**src/rtl/hazard_forw_ctrl_s.sv**
```systemverilog
// Hazard detection and operand-forwarding control for a 5-stage RV32I pipeline.
// Tracks EX/MEM/WB destinations and decides ID stalls and bypass selects for the next EX instruction.
module hazard_forw_ctrl_s (
  input  logic        clk,
  input  logic        rst_n,
  input  logic        isForw_ON,
  input  logic        id_valid,
  input  logic [6:0]  id_op,
  input  logic [4:0]  id_rs1,
  input  logic [4:0]  id_rs2,
  input  logic [4:0]  id_rd,
  output logic [1:0]  forwA,
  output logic [1:0]  forwB,
  output logic        ex_valid,
  output logic        stall,
  output logic [15:0] stall_count
);

  typedef struct packed {
    logic       valid;
    logic [4:0] rd;
    logic       we;
    logic       isLoad;
  } slot_t;

  localparam logic [1:0] SEL_RF    = 2'b00;
  localparam logic [1:0] SEL_EXMEM = 2'b01;
  localparam logic [1:0] SEL_MEMWB = 2'b10;

  slot_t       exSlot_q, memSlot_q, wbSlot_q, exSlot_d;
  logic [1:0]  forwA_q, forwA_d, forwB_q, forwB_d;
  logic [15:0] stallCnt_q, stallCnt_d;
  logic        useRs1, useRs2, idWe, idLoad;
  logic        exHit1, exHit2, memHit1, memHit2;
  logic        unusedWb;

  function automatic logic slotMatch(input slot_t s, input logic [4:0] rs, input logic used);
    return s.valid && s.we && (s.rd != 5'd0) && (s.rd == rs) && used;
  endfunction

  always_comb begin
    useRs1 = 1'b0;
    useRs2 = 1'b0;
    idWe   = 1'b0;
    idLoad = 1'b0;
    case (id_op)
      7'b0110011: begin useRs1 = 1'b1; useRs2 = 1'b1; idWe = 1'b1; end
      7'b0100011,
      7'b1100011: begin useRs1 = 1'b1; useRs2 = 1'b1; end
      7'b0010011,
      7'b1100111: begin useRs1 = 1'b1; idWe = 1'b1; end
      7'b0000011: begin useRs1 = 1'b1; idWe = 1'b1; idLoad = 1'b1; end
      7'b0110111,
      7'b0010111,
      7'b1101111: idWe = 1'b1;
      default:    ;
    endcase
  end

  assign exHit1  = slotMatch(exSlot_q,  id_rs1, useRs1);
  assign exHit2  = slotMatch(exSlot_q,  id_rs2, useRs2);
  assign memHit1 = slotMatch(memSlot_q, id_rs1, useRs1);
  assign memHit2 = slotMatch(memSlot_q, id_rs2, useRs2);

  // With bypassing only a load still in EX is too late; without it any EX/MEM producer blocks.
  assign stall = id_valid && (isForw_ON ? (exSlot_q.isLoad && (exHit1 || exHit2))
                                        : (exHit1 || exHit2 || memHit1 || memHit2));

  always_comb begin
    forwA_d = SEL_RF;
    forwB_d = SEL_RF;
    if (isForw_ON && id_valid && !stall) begin
      if (exHit1)       forwA_d = SEL_EXMEM;
      else if (memHit1) forwA_d = SEL_MEMWB;
      if (exHit2)       forwB_d = SEL_EXMEM;
      else if (memHit2) forwB_d = SEL_MEMWB;
    end
  end

  always_comb begin
    exSlot_d = '0;
    if (!stall) begin
      exSlot_d.valid  = id_valid;
      exSlot_d.rd     = id_rd;
      exSlot_d.we     = idWe;
      exSlot_d.isLoad = idLoad;
    end
  end

  assign stallCnt_d = (stall && (stallCnt_q != 16'hFFFF)) ? stallCnt_q + 16'd1 : stallCnt_q;

  always_ff @(posedge clk) begin
    if (!rst_n) begin
      exSlot_q   <= '0;
      memSlot_q  <= '0;
      wbSlot_q   <= '0;
      forwA_q    <= SEL_RF;
      forwB_q    <= SEL_RF;
      stallCnt_q <= '0;
    end else begin
      exSlot_q   <= exSlot_d;
      memSlot_q  <= exSlot_q;
      wbSlot_q   <= memSlot_q;
      forwA_q    <= forwA_d;
      forwB_q    <= forwB_d;
      stallCnt_q <= stallCnt_d;
    end
  end

  // WB is tracked for completeness; the write-through register file means it never needs a match.
  assign unusedWb = ^wbSlot_q;

  assign forwA       = forwA_q;
  assign forwB       = forwB_q;
  assign ex_valid    = exSlot_q.valid;
  assign stall_count = stallCnt_q;

endmodule
```
**config.mk**
```make
export PLATFORM = sky130hd
export DESIGN_NAME = hazard_forw_ctrl_s
export DESIGN_NICKNAME = d
export VERILOG_FILES = /design/src/rtl/hazard_forw_ctrl_s.sv
export SDC_FILE = /design/constraint.sdc
export NUM_CORES = 1
export LEC_CHECK = 0
export ABC_AREA = 1
export CAP_MARGIN = 20
export CORE_MARGIN = 4
export CORE_UTILIZATION = 40
export DETAILED_ROUTE_END_ITERATION = 10
export PLACE_DENSITY = 0.69
export SETUP_SLACK_MARGIN = 0.05
export SLEW_MARGIN = 20
export SYNTH_ARGS = -nofsm -noshare
export SYNTH_HDL_FRONTEND = slang
export SYNTH_SLANG_ARGS = --single-unit
```
**constraint.sdc**
```tcl
create_clock -name clk -period 2.65 [get_ports clk]
set_clock_uncertainty 0.2 [all_clocks]
set_input_delay 0.53 -clock clk [delete_from_list [all_inputs] [get_ports clk]]
set_output_delay 0.53 -clock clk [all_outputs]
set_load 0.02 [all_outputs]
```
Yosys cells after proc, flatten, opt, wreduce, memory -nomap -nowiden
Cells that the tools add are included.

Flip-flop bits (word level): 35. Input bits: 26. Output and inout port bits: 22. Word-level logic and storage cells: 68.

Add/sub/neg operators: 1. Equal/unequal tests: 14. Muxes and demuxes: 9. Bitwise logic cells: 2. Reductions and logical operators: 30.

Operator list (count): $eq 7x6->1 const B (3); $eq 7x7->1 const B (3); $eq 5x5->1 (4); $logic_and 1x1->1 (17); $add 16x1->16 const B (1); $ne 16x16->1 const B (1); $eq 7x5->1 const B (2); $reduce_bool 5->1 (2); $reduce_or 3->1 (3); $eq 7x2->1 const B (1); $mux 1 (7); $reduce_or 7->1 (1); $reduce_or 6->1 (1); $mux 2 (2); $logic_or 1x1->1 (3); $not 1->1 (2); $reduce_and 2->1 (1); $reduce_or 2->1 (1); $logic_not 1->1 (1).

Logic depth before layout (Yosys ltp)
Gate-level depths: netlist of run 1.

Depth in word-level cells: 13. Gate-level depth with buffers: 16. Gate-level depth less buffers: 15.

Least setup slack after synthesis of run 1
Ideal clock, no wire load.

Path kind: input -> output. Start point: input port id_rs2[1]. End point: output port stall. Data arrival time: 1.603 ns. Data required time: 1.920 ns. Slack: 0.317 ns. Stages on the path: 8. Buffers on the path: 0. Path through: or2_1 > a21oi_1 > nand4_1 > nand2_1 > nand2_1 > nand2_2 > nand2_1 > nor2_1.

Word-level cells in the longest chain between the ends: 8. Elaborated cells between the ends (all ways): 12. Classes of those cells: eq/ne (2); mux (1); reduce/logical (9).

Ends and longest elaborated chain: start, declared (line 10) `input logic [4:0] id_rs2,`; $eq 5x5->1 (line 38) `return s.valid && s.we && (s.rd != 5'd0) && (s.rd == rs) && used;`; $logic_and 1x1->1 (2 in series) (line 38); $logic_or 1x1->1 (line 66, 67); $logic_or 1x1->1 (2 in series) (line 67) `: (exHit1 || exHit2 || memHit1 || memHit2));`; $mux 1 (*) (line 66) `assign stall = id_valid && (isForw_ON ? (exSlot_q.isLoad && (exHit1 || exHit2))`; $logic_and 1x1->1 (*) (line 66); end, declared (line 15) `output logic stall,`.

Every way passes the cells marked *; elsewhere a longest branch is shown, timed or not.

Final worst setup path of run 1
Start point: register exSlot_q[3] in the netlist's numbering. End point: register forwB_q[0] (netlist: forwB[0]).

Word-level cells in the longest chain between the ends: 12. Elaborated cells between the ends (all ways): 18. Classes of those cells: eq/ne (2); mux (2); reduce/logical (14).

Ends and longest elaborated chain: start, declared (line 30) `slot_t exSlot_q, memSlot_q, wbSlot_q, exSlot_d;`; start signal, assigned (line 101) `exSlot_q <= exSlot_d;`; $reduce_bool 5->1 (line 38); $logic_and 1x1->1 (3 in series) (line 38); $logic_or 1x1->1 (line 66, 67); $logic_or 1x1->1 (2 in series) (line 67); $mux 1 (line 66); $logic_and 1x1->1 (line 66); $logic_not 1->1; $logic_and 1x1->1 (line 72) `if (isForw_ON && id_valid && !stall) begin`; $reduce_and 2->1 (no source line); end signal, assigned (line 105) `forwB_q <= forwB_d;`; end, declared (line 31) `logic [1:0] forwA_q, forwA_d, forwB_q, forwB_d;`.

Parallel ways exist; a longest one is shown, timed or not. A chain may end at the register's enable or synchronous reset.

==> results of run 1 <==
worst min-delay path: cells and delay by family, from the launching register on:
kind	cells	cell delay, ps
flip-flops	1	320
AND/OR/NAND/NOR	1	50
buffers and inverters	1	30
kinds of logic after synthesis:
| family | Yosys count |
|---|---|
| and+or+nand+nor | 226 |
| buffers and inverters | 98 |
| DFF | 35 |
| xor gates and xnor gates | 12 |
| AOI/OAI and AO/OA | 6 |
| adders and majority gates | 1 |
timing repair:
item	4_1_cts	5_1_grt
endpoints found under the setup margin	1	4
pin swaps	34	33
gates resized for setup	44	68
setup buffers	27	4
layer usage:
layer | vias up | routed length (um) | track usage
met5 | - | 0 | 0
met4 | 0 | 135 | 0.0684
met3 | 12 | 298 | 0.0317
met2 | 64 | 2930 | 0.291
met1 | 1132 | 2730 | 0.227
li1 | 1318 | - | -
through the flow:
stage               cell area [sq um]  std cells   util  hold slack (ps)  power, W
finish                           3300        544  0.603              236   0.00120
global route                     3300        544  0.603              269   0.00125
CTS                              3210        540  0.587              236   0.00119
detailed placement               2880        505  0.526              231  0.000744
global placement                 2880        505  0.526              214  0.000742
floorplan                        2250        378      -              207  0.000664
synth_stat cells:
library cell	count	area [sq um]
nand4_1	26	163
buf_6	3	33.8
buf_2	3	15.0
nand2_2	1	6.26
ha_1	1	12.5
xnor2_1	7	61.3
o21ai_2	1	8.76
inv_2	1	3.75
a21oi_2	1	8.76
nor4_1	2	12.5
clkbuf_1	1	3.75
dfxtp_1	35	701
o21ai_0	1	5.00
buf_4	4	30.0
nor2_2	8	50.1
nand3_1	21	105
a21oi_1	2	10.0
nand3_2	1	10.0
or2_1	1	6.26
nor2_1	55	206
a311oi_1	1	8.76
nand2_1	109	409
xor2_1	5	43.8
nor3_1	2	10.0
inv_1	86	323
state kept, by name, indices dropped and copies added (netlist names):
signal and count:
exSlot_q 7, ex_valid 1, forwA 2, stall_count 16
forwB 2, memSlot_q 7
path summary, 6_finish.rpt:
path	start	end	slack [ps]	cells past startpoint
hold reg to reg	exSlot_q[1]$_SDFF_PP0_	memSlot_q[1]$_SDFF_PN0_	240	2
hold / removal	exSlot_q[1]$_SDFF_PP0_	memSlot_q[1]$_SDFF_PN0_	240	2
setup / recovery	exSlot_q[3]$_SDFF_PP0_	forwB[0]$_SDFF_PN0_	70	14
setup reg to reg	exSlot_q[3]$_SDFF_PP0_	forwB[0]$_SDFF_PN0_	70	14
cells in the final DEF, fill, tap and decap left out, types with 4 or more instances in the layout:
cell	instances
nand2_1	97
inv_1	83
buf_4	49
nor2_1	46
dfxtp_1	30
clkdlybuf4s50_1	29
nand4_1	26
nand3_1	19
nor2_2	12
clkbuf_2	12
nand2_2	10
clkbuf_8	7
xor2_1	5
nor2_4	5
inv_2	4
xnor2_1	4
dfxtp_4	4
buf_6	4
layout make-up:
| class | count | area [sq um] | share of cell area |
|---|---|---|---|
| repair buffers | 97 | 798 | 0.242 |
| multi-input cells | 245 | 1270 | 0.383 |
| flip-flops and latches | 35 | 717 | 0.217 |
| clock buffers | 7 | 96.3 | 0.0292 |
| clock inverters | 1 | 7.51 | 0.00227 |
| inverters | 87 | 327 | 0.0989 |
| well taps | 72 | 90.1 | 0.0273 |
power groups by stage:
stage | clock (W) | sequential (W) | combinational, W
2_1_floorplan | 0 | 0.000563 | 0.000101
4_1_cts | 0.000449 | 0.000552 | 0.000187
3_5_place_dp | 0 | 0.000564 | 0.000180
3_3_place_gp | 0 | 0.000564 | 0.000178
6_report | 0.000442 | 0.000552 | 0.000206
5_1_grt | 0.000467 | 0.000553 | 0.000229
==> results_dict.tcl, run 1 <==
set metrics [dict create \
    status "finished, final reports clean" \
    worstMarginPinSlew_ps 343 \
    hold_viol_final 0 \
    swShare 0.275 \
    htree_num_levels 2 \
    grt_max_degree 31 \
    ys_ff_latch 35 \
    slew_headroom 0.771 \
    hpwl_um 3970 \
    fillers 527 \
    hold_buffers 0 \
    finalSetupViolCount 0 \
    antenna_cells 0 \
    crit_top_cell "buf_4" \
    clock_latency_ps 290 \
    vias_per_cell 4.64 \
    netlist_area_sq_um 2250 \
    max_stage_delay_ps 370 \
    clkSinkCount 35 \
    drc 0 \
    syn_avg_cell_area_sq_um 5.94 \
    grt_pass1_wl_um 10200 \
    syn_inst 378 \
    gp_congestion 0.847 \
    leakagePower_nw 1.67 \
    synth_compound_area_frac 0.0184 \
    period_needed_ps 2580 \
    final_max_slew_viol_count 0 \
    cts_root_buffer "clkbuf_8" \
    nNetsFinal 498 \
    fin_crit_sh 0.974 \
    cts_buffer_depth 2 \
    die_w_um 83.0 \
    critical_path_class "flop to flop" \
    powerDensity_nw_per_um2 363 \
    synth.net_count 405 \
    crit_family "buffers and inverters" \
    setup_ws_ps 67.8 \
    worstSetupEndpointType "flop" \
    drtPass1Iterations 5 \
    yosys.area_share.adder 0.00557 \
    synth_seq_area_share 0.312 \
    pwr-share-comb 0.172 \
    synth_xor_area_frac 0.0468 \
    power_switching_w 0.000331 \
    critPathLaunchType "flop" \
    initialDrtViolationCount 163 \
    cts_tree "yes" \
    worst_path_max_delay_cell "dfxtp_4" \
    clk_pin_slew_worst_paths_ps 70 \
    max_cap_viol_count 0 \
    antenna_left 0 \
    tns_ps 0 \
    internal_power_w 0.000870 \
    hp-class "flop to flop" \
    drive_gt1_frac 0.261 \
    core_sq_um 5470 \
    routed_wl_um 6090 \
    critPathRequiredTime_ps 2680 \
    yosys.area_share.simple 0.435 \
    dieArea_sq_um 6880 \
    die_h_um 83.0 \
    arrival_ps 2610 \
    grt_util_all_layers 0.176 \
    initial_core_util 0.411 \
    synth_top_family_by_area "simple AND/OR/NAND/NOR gates" \
    routed-via-count 2526 \
    p_clk_frac 0.369 \
    port_buffers 47 \
    rows 27 \
    overflow 0 \
    ir_worst_vdd_mv 0.174 \
    preCtsSetupSlack_ps -720 \
    grt_pass1_vias 2314 \
    antenna_found_initial 0 \
    routedWlPerCell_um 11.2 \
    crit_buf_inv 10 \
    cts_buffers 5 \
    max_freq_mhz 387 \
    ys_types 25 \
    path_cells "or2_1 > a21oi_2 > nand4_1 > buf_4 > buf_4 > buf_4 > buf_4 > buf_4 > buf_4 > buf_4 > buf_4 > buf_4 > buf_4 > nor2_2" \
    synth-warning-count 0 \
    ioPinCount 48 \
    muxShareOfSynthArea 0 \
    seq_power_share 0.460 \
    area.growth.synth_to_final_pct 46.9 \
    critical_path.max_fanout 5 \
]
Power figures use the tool's default switching activity.
==> inputs of run 2 (changes only) <==
--- a/config.mk
+++ b/config.mk
@@ -10,7 +10,7 @@
 export CORE_MARGIN = 4
 export CORE_UTILIZATION = 40
 export DETAILED_ROUTE_END_ITERATION = 10
-export PLACE_DENSITY = 0.69
+export PLACE_DENSITY = 0.66
 export SETUP_SLACK_MARGIN = 0.05
 export SLEW_MARGIN = 20
 export SYNTH_ARGS = -nofsm -noshare
==> results_dict.tcl, run 2 (synthesis results as in run 1) <==
set metrics [dict create \
    fin_util 0.576 \
    htree_num_levels 2 \
    gp_congestion 0.874 \
    area.growth.synth_to_final_pct 40.3 \
    preCtsSetupSlack_ps -781 \
    grt_util_all_layers 0.175 \
    reg2reg_depth 14 \
    routed-via-count 2450 \
    core_sq_um 5470 \
    holdWs_ps 231 \
    swShare 0.274 \
    min_path_cells 2 \
    path_cells "buf_2 > or2_1 > a21oi_2 > nand4_1 > nand2_2 > nand2_2 > nand2_2 > nand2_4 > nor2_4 > buf_6" \
    die_h_um 83.0 \
    critPathLaunchType "primary input" \
    drive_gt1_frac 0.219 \
    tns_ps 0 \
    worst_path_max_delay_cell "or2_1" \
    critPathRequiredTime_ps 1920 \
    critical_path_class "primary input to output pin" \
    vias_per_cell 4.59 \
    hold_path_startpoint "exSlot_q[1]$_SDFF_PP0_" \
    final_cell_mix "101 x nand2_1, 83 x inv_1, 52 x nor2_1" \
    hpwl_um 4090 \
    cts_root_buffer "clkbuf_8" \
    crit_family "simple AND/OR/NAND/NOR gates" \
    grt_max_degree 31 \
    arrival_ps 1820 \
    initial_core_util 0.411 \
    rows 27 \
    setup_ws_ps 99.4 \
    p_total_w 0.00114 \
    crit_top_cell "nand2_2" \
    routedWlPerCell_um 11.1 \
    hp-class "flop to flop" \
    max_cap_viol_count 0 \
    internal_power_w 0.000830 \
    grt_pass1_vias 2375 \
    ioPinCount 48 \
    rsz0062_at_grt "false" \
    clk_pin_slew_worst_paths_ps 70 \
    cts_buffers 5 \
    antenna_cells 0 \
    status "finished, final reports clean" \
    reg2reg_slack_ps 110 \
    overflow 0 \
    antenna_left 0 \
    worstMarginPinSlew_ps 348 \
    routed_wl_um 5910 \
    period_needed_ps 2550 \
    power_switching_w 0.000313 \
    pwr-share-comb 0.167 \
    max_stage_delay_ps 230 \
    dieArea_sq_um 6880 \
    p_clk_frac 0.350 \
    port_buffers 47 \
    ir_worst_vdd_mv 0.200 \
    final_common_cell "nand2_1" \
    die_w_um 83.0 \
    cts_tree "yes" \
    powerDensity_nw_per_um2 363 \
    drtPass1Iterations 4 \
    fin_crit_sh 0.962 \
    crit_buf_inv 2 \
    cts_buffer_depth 2 \
    r2r-end "forwB[0]$_SDFF_PN0_" \
    largest_reg_flops 16 \
    clock_latency_ps 280 \
    finalSetupViolCount 0 \
    max_freq_mhz 392 \
    nNetsFinal 489 \
    final_max_slew_viol_count 0 \
    antenna_found_initial 0 \
    drc 0 \
    initialDrtViolationCount 128 \
    worstSetupEndpointType "output pin" \
    leakagePower_nw 1.62 \
    seq_power_share 0.483 \
    clkSinkCount 35 \
    whs_endpoint "memSlot_q[1]$_SDFF_PN0_" \
    slew_headroom 0.768 \
    hold_viol_final 0 \
    critical_path.max_fanout 4 \
    grt_pass1_wl_um 10200 \
    crit_path_start "id_rs2[1]" \
    r2r_start "exSlot_q[3]$_SDFF_PP0_" \
]
[run 2: how the worst max path moves through the flow]
stage	to	slack, ps	cells past startpoint
after floorplan	stall	320	8
after global placement	stall	-720	13
after detailed placement	stall	-780	10
after CTS	stall	50	13
after global routing	stall	40	12
final	stall	100	10
[run 2: power groups by stage]
stage	combinational [W]	sequential, W	clock [W]
2_1_floorplan	0.000101	0.000563	0
3_3_place_gp	0.000178	0.000564	0
3_5_place_dp	0.000181	0.000564	0
4_1_cts	0.000183	0.000552	0.000409
5_1_grt	0.000213	0.000555	0.000433
6_report	0.000191	0.000553	0.000400
[run 2: repair_timing]
item / CTS / global route
pin swaps: 34 / 25
resized for setup: 45 / 46
hold buffers: 0 / 0
endpoints found under the setup margin: 1 / 5
buffers inserted: 19 / 4
[run 2: area by class of cell]
type / count / area, sq um
clock inverters: 1 / 5.00
well taps: 72 / 90.1
fillers: 561 / 2320
clock buffers: 6 / 82.6
multi-input cells: 245 / 1220
inverters: 87 / 327
flip-flops and latches: 35 / 709
repair buffers: 88 / 722
[run 2: through the flow]
stage / instances / area, sq um
floorplan: 378 / 2250
global placement: 504 / 2870
detailed placement: 504 / 2870
CTS: 530 / 3130
global route: 534 / 3150
finish: 534 / 3150
[run 2: per-layer routing]
| layer | track usage | up-vias | part of all wire |
|---|---|---|---|
| met2 | 0.291 | 59 | 0.46 |
| met4 | 0.0505 | 0 | 0.0096 |
| met5 | 0 | - | 0 |
| met3 | 0.0387 | 6 | 0.041 |
| li1 | - | 1297 | - |
| met1 | 0.225 | 1088 | 0.49 |
[run 2: tightest hold or removal path: stages, from the launching register on]
cell,delay [ps]
dfxtp_1,310
nand2_1,50
inv_1,30
==> inputs of run 3 (changes only) <==
--- a/config.mk
+++ b/config.mk
@@ -7,7 +7,7 @@
 export LEC_CHECK = 0
 export ABC_AREA = 1
 export CAP_MARGIN = 20
-export CORE_MARGIN = 4
+export CORE_MARGIN = 8
 export CORE_UTILIZATION = 40
 export DETAILED_ROUTE_END_ITERATION = 10
 export PLACE_DENSITY = 0.66
==> results_dict.tcl, run 3 (synthesis results as in run 1) <==
set metrics [dict create \
    status "finished, final reports clean" \
    ioPinCount 48 \
    fin_crit_sh 0.970 \
    p_clk_frac 0.333 \
    slew_headroom 0.665 \
    period_needed_ps 2570 \
    antenna_cells 0 \
    area.growth.synth_to_final_pct 47.7 \
    grt_max_degree 31 \
    cts_buffers 5 \
    final_common_cell "nand2_1" \
    grt_pass1_wl_um 10900 \
    hold_viol_final 0 \
    dieArea_sq_um 8270 \
    rsz0062_at_grt "true" \
    cts_tree "yes" \
    seq_power_share 0.484 \
    critPathRequiredTime_ps 2640 \
    swShare 0.279 \
    hp-class "flop to flop" \
    clk_pin_slew_worst_paths_ps 70 \
    hold_buffers 0 \
    critPathLaunchType "primary input" \
    crit_path_start "id_op[1]" \
    core_sq_um 5470 \
    setup_ws_ps 79.7 \
    antenna_found_initial 0 \
    power_switching_w 0.000319 \
    rows 27 \
    tns_ps 0 \
    grt_util_all_layers 0.155 \
    overflow 0 \
    worstMarginPinSlew_ps 501 \
    die_h_um 91.0 \
    clock_latency_ps 290 \
    clkSinkCount 35 \
    initialDrtViolationCount 109 \
    die_w_um 91.0 \
    port_buffers 47 \
    critical_path_class "primary input to flop" \
    hpwl_um 4150 \
    largest_reg_flops 16 \
    pwr-share-comb 0.183 \
    ir_worst_vdd_mv 0.178 \
    max_cap_viol_count 0 \
    worstSetupEndpointType "flop" \
    internal_power_w 0.000825 \
    design_area_sq_um 3320 \
    drc 0 \
    drive_gt1_frac 0.248 \
    routed_wl_um 6380 \
    routedWlPerCell_um 11.5 \
    final_cell_mix "101 x nand2_1, 84 x inv_1, 61 x buf_4" \
    critical_path.max_fanout 4 \
    leakagePower_nw 1.72 \
    routed-via-count 2553 \
    crit_path_end "stall_count[15]$_SDFFE_PN0P_" \
    max_freq_mhz 389 \
    cts_buffer_depth 2 \
    finalSetupViolCount 0 \
    final_max_slew_viol_count 0 \
    arrival_ps 2560 \
    htree_num_levels 2 \
    preCtsSetupSlack_ps -735 \
    dpl_cell_area_sq_um 2870 \
    nNetsFinal 510 \
    drtPass1Iterations 4 \
    antenna_left 0 \
    powerDensity_nw_per_um2 345 \
    grt_pass1_vias 2478 \
    reg2reg_depth 19 \
    gp_congestion 0.790 \
    reg2reg_slack_ps 140 \
    vias_per_cell 4.59 \
    r2r-end "stall_count[15]$_SDFFE_PN0P_" \
    initial_core_util 0.411 \
    cts_root_buffer "clkbuf_8" \
    r2r_start "memSlot_q[2]$_SDFF_PN0_" \
]
## run 3: changes by cell type in the layout (fill, tap and decap cells not counted), moves of 2 or more
| cell | previous run | this run |
|---|---|---|
| nor2_1 | 52 | 50 |
| nor2_2 | 8 | 10 |
| buf_2 | 2 | 0 |
| buf_4 | 39 | 61 |
| clkdlybuf4s15_1 | 1 | 4 |
## run 3: repair_timing
item,in CTS,in global routing
setup buffers,42,3
resized for setup,41,42
endpoints found under the setup margin,1,5
pin swaps,36,20
## run 3: layout make-up
cell class | count | area [sq um]
fillers | 539 | 2150
clock buffers | 6 | 72.6
clock inverters | 2 | 12.5
repair buffers | 109 | 891
well taps | 72 | 90.1
multi-input cells | 245 | 1220
flip-flops and latches | 35 | 706
inverters | 87 | 327
## run 3: critical path, cell delays in order
cell and delay, ps:
clkbuf_2 90, nand2_2 90, inv_2 40, nand4_1 170
nand2_2 90, nor2_4 150, nor2_2 60, nor2_2 150
nand2_2 90, buf_4 140, buf_4 120, buf_4 120
buf_4 120, buf_4 120, buf_4 120, buf_4 120
nand4_1 80, nand2_1 60, nand2_1 70, nor2_1 40
## run 3: worst min path at each step
| stage | from | endpoint | slack [ps] | cells after the start |
|---|---|---|---|---|
| 6_report | exSlot_q[1]$_SDFF_PP0_ | memSlot_q[1]$_SDFF_PN0_ | 250 | 2 |
| 5_1_grt | exSlot_q[1]$_SDFF_PP0_ | memSlot_q[1]$_SDFF_PN0_ | 280 | 2 |
| 4_1_cts | exSlot_q[1]$_SDFF_PP0_ | memSlot_q[1]$_SDFF_PN0_ | 250 | 2 |
| 3_3_place_gp | exSlot_q[1]$_SDFF_PP0_ | memSlot_q[1]$_SDFF_PN0_ | 230 | 2 |
| 2_1_floorplan | exSlot_q[1]$_SDFF_PP0_ | memSlot_q[1]$_SDFF_PN0_ | 210 | 2 |
| 3_5_place_dp | exSlot_q[1]$_SDFF_PP0_ | memSlot_q[1]$_SDFF_PN0_ | 240 | 2 |
## run 3: per-stage QoR
stage / total power [W] / utilization / instances / hold slack, ps
2_1_floorplan: 0.000664 / - / 378 / 207
3_3_place_gp: 0.000741 / 0.525 / 504 / 227
3_5_place_dp: 0.000744 / 0.525 / 504 / 237
4_1_cts: 0.00115 / 0.601 / 554 / 248
5_1_grt: 0.00121 / 0.607 / 556 / 282
6_report: 0.00114 / 0.607 / 556 / 249
## run 3: power by group through the flow
stage | registers (W) | clock network [W] | logic, W
floorplan | 0.000563 | 0 | 0.000101
global placement | 0.000564 | 0 | 0.000177
detailed placement | 0.000564 | 0 | 0.000180
CTS | 0.000552 | 0.000396 | 0.000199
global route | 0.000555 | 0.000427 | 0.000233
finish | 0.000553 | 0.000381 | 0.000209
## run 3: per-layer routing
layer  global-route usage  vias up  part of all wire
met4               0.0819        0             0.030
met3               0.0436       17             0.046
met2                0.241       54              0.45
li1                     -     1344                 -
met5                    0        -                 0
met1                0.190     1138              0.47
